[config.mk]
export PLATFORM = sky130hd
export DESIGN_NAME = decoder_2to4_stream
export DESIGN_NICKNAME = d
export VERILOG_FILES = /design/src/rtl/decoder_pkg.sv /design/src/rtl/hit_counter_bank.sv /design/src/rtl/decoder_2to4_stream.sv
export SDC_FILE = /design/constraint.sdc
export NUM_CORES = 1
export LEC_CHECK = 0
export BUFFER_PORTS_ARGS = -buffer_cell sky130_fd_sc_hd__buf_2
export CAP_MARGIN = 20
export CORE_AREA = 2 2 57 86
export DETAILED_ROUTE_END_ITERATION = 7
export DIE_AREA = 0 0 59 88
export PLACE_DENSITY = 0.75
export SLEW_MARGIN = 0
export SYNTH_ARGS = -nofsm -noshare
export SYNTH_HDL_FRONTEND = slang
export SYNTH_SLANG_ARGS = --single-unit
[constraint.sdc]
create_clock -name clk -period 2.6 [get_ports clk]
set_input_delay 0.26 -clock clk [delete_from_list [all_inputs] [get_ports clk]]
set_output_delay 0.26 -clock clk [all_outputs]
set_load 0.02 [all_outputs]
[src/rtl/decoder_pkg.sv]
// Shared types and helpers for the binary-to-one-hot decoder stream block.
//   dec_state_t   : skid-buffer occupancy (EMPTY / ONE / TWO)
//   onehot_decode : code -> one-hot word (all-zero when en is low)
// The helper is written for the widest supported code. Callers cast its
// argument and its result to their own widths.
package decoder_pkg;

    localparam int unsigned DEC_MAX_IN_W  = 8;
    localparam int unsigned DEC_MAX_OUT_W = 2 ** DEC_MAX_IN_W;

    typedef enum logic [1:0] {
        ST_EMPTY = 2'd0,
        ST_ONE   = 2'd1,
        ST_TWO   = 2'd2
    } dec_state_t;

    function automatic logic [DEC_MAX_OUT_W-1:0] onehot_decode(
        input logic [DEC_MAX_IN_W-1:0] code,
        input logic                    en
    );
        logic [DEC_MAX_OUT_W-1:0] w;
        w = '0;
        if (en) begin
            w[code] = 1'b1;
        end
        return w;
    endfunction

endpackage

[src/rtl/hit_counter_bank.sv]
// Bank of N saturating hit counters with a combinational read mux.
//   clk, rst : clock, asynchronous active-high reset
//   inc      : one increment request per counter
//   clr      : synchronous clear of every counter (wins over inc)
//   sel      : counter select for readback
//   val      : combinational value of counter[sel]
module hit_counter_bank #(
    parameter int unsigned N     = 4,
    parameter int unsigned SEL_W = 2,
    parameter int unsigned CNT_W = 8
) (
    input  logic             clk,
    input  logic             rst,
    input  logic [N-1:0]     inc,
    input  logic             clr,
    input  logic [SEL_W-1:0] sel,
    output logic [CNT_W-1:0] val
);

    logic [CNT_W-1:0] cnt [N];

    always_ff @(posedge clk or posedge rst) begin
        if (rst) begin
            for (int unsigned i = 0; i < N; i++) begin
                cnt[i] <= '0;
            end
        end else if (clr) begin
            for (int unsigned i = 0; i < N; i++) begin
                cnt[i] <= '0;
            end
        end else begin
            for (int unsigned i = 0; i < N; i++) begin
                // Saturate at all-ones rather than wrapping.
                if (inc[i] && (cnt[i] != '1)) begin
                    cnt[i] <= cnt[i] + CNT_W'(1);
                end
            end
        end
    end

    assign val = cnt[sel];

endmodule

[src/rtl/decoder_2to4_stream.sv]
// Registered binary-to-one-hot decoder with valid/ready handshakes.
// A two-entry skid buffer (output register plus skid register) gives full
// throughput under backpressure while in_ready stays a pure register.
//   clk, rst            : clock, asynchronous active-high reset
//   in_valid/in_ready   : input handshake (in_ready registered)
//   in_code, en         : code to decode and enable, sampled on acceptance
//   out_valid/out_ready : output handshake
//   y                   : one-hot (or all-zero when en was low) word
//   cnt_sel, cnt_val    : per-line hit counter readback
//   cnt_clr             : synchronous clear of all hit counters
module decoder_2to4_stream
    import decoder_pkg::*;
#(
    parameter  int unsigned IN_W  = 2,
    parameter  int unsigned CNT_W = 8,
    localparam int unsigned OUT_W = 2 ** IN_W
) (
    input  logic             clk,
    input  logic             rst,
    input  logic             in_valid,
    output logic             in_ready,
    input  logic [IN_W-1:0]  in_code,
    input  logic             en,
    output logic             out_valid,
    input  logic             out_ready,
    output logic [OUT_W-1:0] y,
    input  logic [IN_W-1:0]  cnt_sel,
    output logic [CNT_W-1:0] cnt_val,
    input  logic             cnt_clr
);

    dec_state_t       state, state_nxt;
    logic [OUT_W-1:0] out_r, skid_r, decoded;
    logic             ready_r;
    logic             accept, xfer;
    logic             load_out, load_skid, skid_to_out;

    assign decoded   = OUT_W'(onehot_decode(DEC_MAX_IN_W'(in_code), en));
    assign accept    = in_valid && ready_r;
    assign xfer      = out_valid && out_ready;
    assign out_valid = (state != ST_EMPTY);
    assign in_ready  = ready_r;
    assign y         = out_r;

    always_comb begin
        state_nxt   = state;
        load_out    = 1'b0;
        load_skid   = 1'b0;
        skid_to_out = 1'b0;
        unique case (state)
            ST_EMPTY: begin
                if (accept) begin
                    state_nxt = ST_ONE;
                    load_out  = 1'b1;
                end
            end
            ST_ONE: begin
                if (accept && xfer) begin
                    load_out = 1'b1;
                end else if (accept) begin
                    state_nxt = ST_TWO;
                    load_skid = 1'b1;
                end else if (xfer) begin
                    state_nxt = ST_EMPTY;
                end
            end
            ST_TWO: begin
                if (xfer) begin
                    state_nxt   = ST_ONE;
                    skid_to_out = 1'b1;
                end
            end
            default: state_nxt = ST_EMPTY;
        endcase
    end

    // in_ready is precomputed from the next state so that it is a flop
    // output with no combinational path from out_ready.
    always_ff @(posedge clk or posedge rst) begin
        if (rst) begin
            state   <= ST_EMPTY;
            ready_r <= 1'b1;
            out_r   <= '0;
            skid_r  <= '0;
        end else begin
            state   <= state_nxt;
            ready_r <= (state_nxt != ST_TWO);
            if (load_out) begin
                out_r <= decoded;
            end else if (skid_to_out) begin
                out_r <= skid_r;
            end
            if (load_skid) begin
                skid_r <= decoded;
            end
        end
    end

    // y is one-hot or zero, so it doubles as the per-line increment vector.
    logic [OUT_W-1:0] hit_inc;
    assign hit_inc = xfer ? out_r : '0;

    hit_counter_bank #(
        .N     (OUT_W),
        .SEL_W (IN_W),
        .CNT_W (CNT_W)
    ) u_hits (
        .clk (clk),
        .rst (rst),
        .inc (hit_inc),
        .clr (cnt_clr),
        .sel (cnt_sel),
        .val (cnt_val)
    );

endmodule

==> results_dict.tcl <==
set metrics [dict create \
    internal-power_mw 1.09 \
    placement.setup.worst_slack_ns 0.633 \
    post_cts.repair.setup_buffers 0 \
    hold_path.class "input pin to async pin" \
    clockRootBuffer "sky130_fd_sc_hd__clkbuf_8" \
    htree_num_levels 2 \
    totalNegativeSetupSlack_ns 0 \
    leakagePower_nw 1.22 \
    grt_pass1_vias 1859 \
    initial_utilization_pct 54.0 \
    tightest_slew_margin_relative_to_the_limit_pct 59.3 \
    io_buffers 23 \
    clock_tree_from_tritoncts "done" \
    finalHoldViolCount 11 \
    commonest_non_fill_non_tap_cell_in_the_layout "sky130_fd_sc_hd__dfrtp_1" \
    yosys_most_used_dff "sky130_fd_sc_hd__dfrtp_1" \
    met2WireLength_um 2630 \
    area_growth_syn_to_layout_pct 11.7 \
    grt_antenna_before_repair 0 \
    worst_setup_path_end_kind "register" \
    synth_enable_flop_cells 0 \
    power.sequential.fraction_pct 51.8 \
    min_period_over_period_pct 76.3 \
    unrepaired_setup_endpoints_after_global_routing "false" \
    routedLengthMet1_um 2160 \
    syn_nets 243 \
    grt-ovfl-total 0 \
    netlist_area_um2 2390 \
    hold_buffers 0 \
    violated_checks "hold timing" \
    cts_buffer_depth 2 \
    ys_types 45 \
    highest_layer "met4" \
    pwr_density_cell_nw_per_um2 575 \
    share_comb_of_total_power_pct 17.8 \
    postRouteWirelength_um 5080 \
    critPathKind "register to register" \
    switching_power_uw 452 \
    layout.cells.most_common_list "sky130_fd_sc_hd__dfrtp_1 (42), sky130_fd_sc_hd__nor2_1 (24), sky130_fd_sc_hd__buf_2 (23)" \
    cp_slowest_cell "sky130_fd_sc_hd__or4_1" \
    synth-seq-area-share_pct 45.0 \
    critical_path.max_stage_delay_ns 0.44 \
    flip_flop_and_latch_count_after_synthesis 43 \
    ir_worst_vdd_uv 422 \
    timing_max_transition_violations_final 0 \
    antennaDiodeCount 0 \
    layout.area.seq_um2 1080 \
    drc 0 \
    syn_area_cell_um2 10.5 \
    globalRouteTotalUtil_pct 22.2 \
    finalNetCount 267 \
    clock_power_share_pct 30.4 \
    postSynth.asyncResetShare_pct 100 \
    swShare_pct 29.4 \
    status "complete, but fails checks" \
    finalSetupViolations 0 \
    die_w_um 59 \
    critPathMaxFanout 10 \
    netlist_instances 229 \
    utilization_pct 60.4 \
    multi_input_area_um2 1240 \
    fmax_ghz 0.504 \
    final_critical_path_setup_slack_ns 0.617 \
    cp_data_required_time_ns 2.82 \
    cts-resized-gates 0 \
    post-dp-hpwl_um 3770 \
    max_cap_violations 0 \
    design.core.area_um2 4430 \
    dr_wl_met3_um 223 \
    clk_latency_ns 0.29 \
    cts.clk_slew.worst_paths_ns 0.08 \
    fin_hold_ws_ns -0.0118 \
    worst-slew-pin-transition_ns 0.611 \
    post-route-min-period_ns 1.98 \
    route.detailed.wl_per_inst_um 16.8 \
    final_layout_size_suffix_gt1_share_pct 20.5 \
    first_iter_violations 85 \
    clock_sink_count 43 \
    first_pass_iteration_count_of_the_detailed_router 4 \
    finalWeightedCongestion 0.849 \
    viasPerCell 6.26 \
    n_fill_cell 383 \
    detailroute.via_count 1892 \
    numCtsBuffers 5 \
    ys.warnings.count 0 \
    chipHeight_um 88 \
    ant_nets 0 \
    first_pass_grt_wire_length_um 8710 \
    io-pin-count 24 \
    timing.critical_path.cells "ha_1 > and3_2 > a211o_1 > or4_1 > a21oi_1" \
    cp.arrival_ns 2.20 \
    crit_path_start_kind "register" \
    die_area_um2 5190 \
    rows 30 \
    clock_skew_ns 0.00801 \
    grt_start_max_net_pins 35 \
]
[power by group through the flow]
| stage | clock (mW) | combinational (mW) | sequential [mW] |
|---|---|---|---|
| 3_5_place_dp | 0 | 0.270 | 0.810 |
| 6_report | 0.468 | 0.273 | 0.797 |
| 5_1_grt | 0.501 | 0.302 | 0.808 |
| 4_1_cts | 0.473 | 0.271 | 0.797 |
| 2_1_floorplan | 0 | 0.200 | 0.798 |
| 3_3_place_gp | 0 | 0.266 | 0.806 |
[cell type report]
cell class,instances,share of cell area (%)
clock inverter,1,0.281
tap,48,2.25
sequential,43,40.3
timing repair buffer,27,6.18
multi-input combinational,170,46.6
clock buffer,7,3.60
inverter,6,0.842
[cells in the mapped netlist, types with 2 or more instances]
library cell	n	area (um2)
sky130_fd_sc_hd__a211oi_1	2	15.0
sky130_fd_sc_hd__a21oi_1	14	70.1
sky130_fd_sc_hd__a221o_1	4	40.0
sky130_fd_sc_hd__and2_1	2	12.5
sky130_fd_sc_hd__and3_1	5	31.3
sky130_fd_sc_hd__buf_2	3	15.0
sky130_fd_sc_hd__clkbuf_1	5	18.8
sky130_fd_sc_hd__dfrtp_1	42	1050
sky130_fd_sc_hd__ha_1	4	50.1
sky130_fd_sc_hd__inv_1	6	22.5
sky130_fd_sc_hd__mux2_2	5	56.3
sky130_fd_sc_hd__mux2i_1	5	50.1
sky130_fd_sc_hd__mux4_2	7	158
sky130_fd_sc_hd__nand2_1	13	48.8
sky130_fd_sc_hd__nand2b_1	2	12.5
sky130_fd_sc_hd__nand3_1	6	30.0
sky130_fd_sc_hd__nand4_1	5	31.3
sky130_fd_sc_hd__nor2_1	24	90.1
sky130_fd_sc_hd__nor2b_1	2	12.5
sky130_fd_sc_hd__nor3_1	5	25.0
sky130_fd_sc_hd__nor3b_1	2	15.0
sky130_fd_sc_hd__o2111ai_1	3	26.3
sky130_fd_sc_hd__o211a_1	2	20.0
sky130_fd_sc_hd__o211ai_1	6	45.0
sky130_fd_sc_hd__o21ai_0	9	45.0
sky130_fd_sc_hd__o31ai_1	4	30.0
sky130_fd_sc_hd__o41ai_1	2	17.5
sky130_fd_sc_hd__or2_2	2	12.5
sky130_fd_sc_hd__or3_1	5	31.3
sky130_fd_sc_hd__or4_1	5	37.5
sky130_fd_sc_hd__xnor2_1	5	43.8
sky130_fd_sc_hd__xor2_1	10	87.6
[logic make-up (layout without fill, tap and decap cells)]
kind of cell / Yosys count / count (layout) / share of synthesized area [%]
adders and majority gates: 4 / 4 / 2.09
AOI/OAI and AO/OA: 51 / 51 / 14.5
muxes: 18 / 18 / 12.1
buffers and inverters: 16 / 41 / 2.98
DFF: 43 / 43 / 45.0
and+or+nand+nor: 82 / 82 / 17.8
xor gates and xnor gates: 15 / 15 / 5.49
[per-layer routing]
layer,global-route usage [%],vias up
met2,37.2,47
met1,28.4,936
met3,3.84,7
met4,8.68,0
li1,-,902
met5,0,-
[sequential cells by signal (all words and copies together), names as in the netlist]
signal,flops
state,2
skid_r,4
y,4
u_hits.cnt,32
in_ready,1
[final timing paths]
path	start	to	slack [ns]	cells past startpoint
setup / recovery	u_hits.cnt[8]$_DFFE_PP0P_	u_hits.cnt[13]$_DFFE_PP0P_	0.62	5
hold / removal	rst	u_hits.cnt[22]$_DFFE_PP0P_	-0.01	2
setup reg to reg	u_hits.cnt[8]$_DFFE_PP0P_	u_hits.cnt[13]$_DFFE_PP0P_	0.62	5
hold reg to reg	skid_r[3]$_DFFE_PP0P_	y[3]$_DFFE_PP0P_	0.51	1
max in group asynchronous	rst	u_hits.cnt[9]$_DFFE_PP0P_	1.93	4
min in group clk	in_valid	state[0]$_DFF_PP0_	0.34	3
[worst max-delay path: cells and delay by family (launching register included)]
| family | cells | cell delay [ns] |
|---|---|---|
| and+or+nand+nor | 2 | 0.68 |
| AOI/OAI and AO/OA | 2 | 0.57 |
| DFF | 1 | 0.42 |
| adders and majority gates | 1 | 0.24 |
[through the flow]
| step | cell area, um2 | cells | hold slack [ns] | power [mW] |
|---|---|---|---|---|
| after detailed placement | 2540 | 293 | 0.495 | 1.08 |
| final | 2670 | 302 | -0.0118 | 1.54 |
| after global routing | 2670 | 302 | 0.0204 | 1.61 |
| after CTS | 2650 | 301 | 0.228 | 1.54 |
| after global placement | 2540 | 293 | 0.487 | 1.07 |
| after floorplan | 2390 | 229 | 0.476 | 0.997 |
Power figures use the tool's default switching activity.
